--- config.mk ---
export PLATFORM = sky130hd
export DESIGN_NAME = hex_sr_ctrl
export DESIGN_NICKNAME = d
export VERILOG_FILES = /design/src/rtl/hex_sr_ctrl.sv
export SDC_FILE = /design/constraint.sdc
export NUM_CORES = 1
export LEC_CHECK = 0
export CORE_MARGIN = 10
export CORE_UTILIZATION = 46
export DETAILED_ROUTE_END_ITERATION = 8
export PLACE_DENSITY = 0.81
export SYNTH_ARGS = -nofsm -noshare
export SYNTH_HDL_FRONTEND = slang
export SYNTH_SLANG_ARGS = --single-unit
export TNS_END_PERCENT = 50
--- constraint.sdc ---
create_clock -name clk -period 2 [get_ports clk]
set_input_delay 0.4 -clock clk [delete_from_list [all_inputs] [get_ports clk]]
set_output_delay 0.4 -clock clk [all_outputs]
set_load 0.05 [all_outputs]
--- src/rtl/hex_sr_ctrl.sv ---
`timescale 1ns/1ps
// hex_sr_ctrl: random-access sequencer for a 6-bit recirculating shift register.
// Define HEX_SR_CTRL_FILL_EN to zero every slot after reset via an INIT sweep.
module hex_sr_ctrl #(
  parameter int LENGTH = 400,
  parameter int ADDR_W = $clog2(LENGTH)
) (
  input  logic              clk,
  input  logic              rst_n,
  input  logic              cmd_valid,
  output logic              cmd_ready,
  input  logic              cmd_we,
  input  logic [ADDR_W-1:0] cmd_addr,
  input  logic [5:0]        cmd_wdata,
  output logic              rsp_valid,
  output logic [5:0]        rsp_rdata,
  output logic              rsp_err,
  output logic              sr_recirc,
  output logic [5:0]        sr_data_in,
  input  logic [5:0]        sr_data_out,
  output logic [ADDR_W-1:0] pos
);

  localparam logic [ADDR_W-1:0] LAST  = ADDR_W'(LENGTH - 1);
  localparam logic [ADDR_W:0]   LEN_X = (ADDR_W+1)'(LENGTH);

  typedef struct packed {
    logic              we;
    logic [ADDR_W-1:0] addr;
    logic [5:0]        wdata;
  } cmd_t;

`ifdef HEX_SR_CTRL_FILL_EN
  typedef enum logic [1:0] {ST_INIT, ST_IDLE, ST_SEEK} state_t;
  localparam state_t ST_RST = ST_INIT;
`else
  typedef enum logic {ST_IDLE, ST_SEEK} state_t;
  localparam state_t ST_RST = ST_IDLE;
`endif

  state_t state;
  cmd_t   cmd_q;
  logic   pos_last;
  logic   addr_bad;
  logic   hit;

  assign pos_last  = (pos == LAST);
  assign addr_bad  = ({1'b0, cmd_addr} >= LEN_X);
  assign hit       = (state == ST_SEEK) && (pos == cmd_q.addr);
  assign cmd_ready = (state == ST_IDLE);

  // The SR samples recirc/data_in on the same edge that advances pos, so the
  // write must be presented combinationally during the hit cycle.
  always_comb begin
    sr_recirc  = 1'b1;
    sr_data_in = '0;
    if (hit && cmd_q.we) begin
      sr_recirc  = 1'b0;
      sr_data_in = cmd_q.wdata;
    end
`ifdef HEX_SR_CTRL_FILL_EN
    if (state == ST_INIT) sr_recirc = 1'b0;
`endif
  end

  always_ff @(posedge clk or negedge rst_n) begin
    if (!rst_n) begin
      state     <= ST_RST;
      pos       <= '0;
      cmd_q     <= '0;
      rsp_valid <= 1'b0;
      rsp_rdata <= '0;
      rsp_err   <= 1'b0;
    end else begin
      pos       <= pos_last ? '0 : pos + ADDR_W'(1);
      rsp_valid <= 1'b0;
      rsp_err   <= 1'b0;
      case (state)
`ifdef HEX_SR_CTRL_FILL_EN
        // pos doubles as the sweep counter: INIT spans pos 0..LENGTH-1.
        ST_INIT: if (pos_last) state <= ST_IDLE;
`endif
        ST_IDLE: begin
          if (cmd_valid) begin
            if (addr_bad) begin
              rsp_valid <= 1'b1;
              rsp_err   <= 1'b1;
              rsp_rdata <= '0;
            end else begin
              cmd_q <= '{we: cmd_we, addr: cmd_addr, wdata: cmd_wdata};
              state <= ST_SEEK;
            end
          end
        end
        ST_SEEK: begin
          if (hit) begin
            rsp_valid <= 1'b1;
            rsp_rdata <= cmd_q.we ? 6'h00 : sr_data_out;
            state     <= ST_IDLE;
          end
        end
        default: state <= ST_RST;
      endcase
    end
  end

endmodule
==> out/metrics.cfg <==
[status]
status = finished with violations
failed_checks = setup timing

[floorplan]
fp.dieH_um = 79.6
io-pin-count = 50
die_w_um = 79.6
core-area_sq_um = 3390
die_area_sq_um = 6330
row_count = 21
initial_core_util = 0.482

[route]
wl_met2_mm = 2.28
ant_nets = 0
drt_wl_total_mm = 4.44
vias = 1399
post_drt_wl_per_cell_um = 16.9
first_pass_iters = 4
drc = 0
m1WireLength_mm = 1.76
first_iter_violations = 53
wl_met3_um = 294
top_layer = met4
vias_per_cell = 5.34

[placed_design]
place_ws_ns = -0.0640
hpwl_mm = 3.11
post-place-cells = 245
io_buffers = 49
dpl-instance-area_sq_um = 2320
gp_congestion = 0.783

[synthesis]
async_reset_ff_frac = 1.00
synth_seq_cells = 34
syn_area_per_cell_sq_um = 11.2
syn-instance-count = 146
yosysWarnings = 0
synth_cell_types = 31
synth_edf_count = 0
synth_area_leaders = dfrtp_1, mux2_2, xnor2_1
synthFlopType = dfrtp_1
synth_area_sq_um = 1630
yosysTopAreaCell = dfrtp_1
synth_top_area_share = 0.521
synth_fp_nets = 172
ys_seq_area_frac = 0.521

[critical_path]
worstRegToRegCells = 7
critPathLaunch = pos[4]$_DFF_PN0_
crit_cells = 6
critPathLaunchType = flop
critPathMaxStageDelay_ns = 0.45
critPathKind = reg -> out
crit_end = sr_data_in[5]
timing.rr.start = pos[8]$_DFF_PN0_
critPathMaxFanout = 5
r2r_slack_ns = 0.04
cp-end-kind = output pin
timing.rr.end = rsp_rdata[0]$_DFFE_PN0P_
arrival_ns = 1.88
required_ns = 1.60
cp.buffers_inverters = 2
cp_cell_sequence = xnor2_1, nand3_2, nor4_4, buf_4, and2_4, buf_12
critPathTopFamily = simple AND/OR/NAND/NOR gates
crit_slowest_cell = dfrtp_2

[sta]
rsz0062_at_grt = true
timing.final.crit_share = 1.14
setup_violations = 7
fin_crit_ns = 2.28
worst_slew_pin_slew_ns = 0.514
max-slew-margin-rel = 0.657
fmax_ghz = 0.438
fin_skew_ns = 0.00481
slew_viol_final = 0
layout_setup_ws_ns = -0.281
finalHoldViolCount = 0

[min_path]
min_path_type = in -> async

[clocking]
cts_htree_levels = 2
clock-sinks = 34
clockRootBuffer = clkbuf_4
hold_buffers = 0
clockBufferDepth = 2
clk_pin_slew_worst_paths_ns = 0.10
cts_inserted_buffers = 5
cts_tree = yes
clk_latency_ns = 0.35

[global_route]
track_usage = 0.137
grt-ovfl-total = 0
grt_pass1_vias = 1404
grt_max_degree = 35
antenna_found_initial = 0
grt_pass1_wl_mm = 6.80

[finish]
regArea_sq_um = 862
finalNetCount = 241
fin_cells = 262
final_cell_area_sq_um = 2520
area_growth_pct = 54.6
multiInputGateArea_sq_um = 822
drive_gt1_frac = 0.398
fill_cells = 216
antenna_cells = 0

[flow_run]
maxCapViolCount = 0

[power_and_ir_drop]
powerDensity_nw_per_um2 = 870
ir_drop_mv = 0.553
p_leak_uw = 0.00106

-- cell usage after synthesis, drive strengths merged, types with 2 or more instances --
| library cell | count |
|---|---|
| and2 | 7 |
| buf | 4 |
| clkbuf | 3 |
| dfrtp | 34 |
| inv | 2 |
| mux2 | 14 |
| nand2 | 12 |
| nand3 | 11 |
| nand4 | 2 |
| nor2 | 8 |
| nor2b | 2 |
| o211ai | 12 |
| o22a | 2 |
| or4 | 6 |
| xnor2 | 11 |
| xor2 | 4 |
-- flip-flops by register name, indices dropped and copies added, names as in the netlist --
| register | count |
|---|---|
| rsp_valid | 1 |
| rsp_rdata | 6 |
| cmd_q | 16 |
| pos | 9 |
| rsp_err | 1 |
| state | 1 |
-- power by group --
group / internal (uW) / switching [uW]
sequential: 863 / 132
combinational: 410 / 384
clock: 170 / 238
-- cell usage in the layout, fill, tap and decap left out, types with 2 or more instances in the layout --
cell	count
nand3_2	2
buf_4	28
nor2_1	7
clkdlybuf4s50_1	28
o211ai_1	12
xnor2_2	5
dfrtp_1	25
nand4_1	2
mux2_2	14
buf_12	8
clkbuf_4	5
and2_4	6
xnor2_1	6
or4_1	3
o22a_1	2
dfrtp_2	9
nand3_1	9
dlymetal6s2s_1	4
or4_4	3
xor2_1	4
inv_1	2
nand2_1	11
nor2b_1	2
-- through the flow --
step / utilization / total power (uW) / hold WS, ns / setup TNS, ns
finish: 0.745 / 2200 / 0.451 / -1.82
global route: 0.745 / 2330 / 0.476 / -2.52
CTS: 0.717 / 2140 / 0.467 / -1.63
detailed placement: 0.685 / 1710 / 0.496 / -0.314
global placement: 0.685 / 1680 / 0.495 / 0
floorplan: - / 1470 / 0.104 / -0.178
-- repair_timing --
item | 4_1_cts | 5_1_grt
gates resized for setup | 3 | 13
buffers inserted | 4 | 5
pin swaps | 7 | 3
endpoints found under the setup margin | 7 | 11
-- cell families after synthesis --
group / count (synthesis) / synth area share
flops: 34 / 0.521
compound gates: 18 / 0.0828
mux: 15 / 0.103
xor+xnor: 15 / 0.0805
fa+ha+maj: 1 / 0.00766
buf+inv: 10 / 0.0314
simple gates: 53 / 0.174
-- worst min path at each step --
stage / from / end / slack, ns / cells past startpoint
floorplan: rst_n / cmd_q[0]$_DFFE_PN0P_ / 0.10 / 0
global placement: cmd_q[4]$_DFFE_PN0P_ / cmd_q[4]$_DFFE_PN0P_ / 0.50 / 1
detailed placement: cmd_q[4]$_DFFE_PN0P_ / cmd_q[4]$_DFFE_PN0P_ / 0.50 / 1
CTS: rst_n / rsp_rdata[2]$_DFFE_PN0P_ / 0.47 / 2
global route: rst_n / rsp_err$_DFF_PN0_ / 0.48 / 2
finish: rst_n / rsp_err$_DFF_PN0_ / 0.45 / 2
-- cell type report --
type	instances	area share
clock inverter	1	0.00198
clock buffer	7	0.0218
timing repair buffer	69	0.282
inverter	3	0.00446
tap	46	0.0228
sequential	34	0.341
multi-input combinational	102	0.326
-- layer usage --
metal,track usage,up-vias
li1,-,660
met1,0.161,684
met2,0.215,46
met3,0.0462,9
met4,0.0771,0
met5,0,-
No activity file was read; power rests on OpenSTA's default activity.
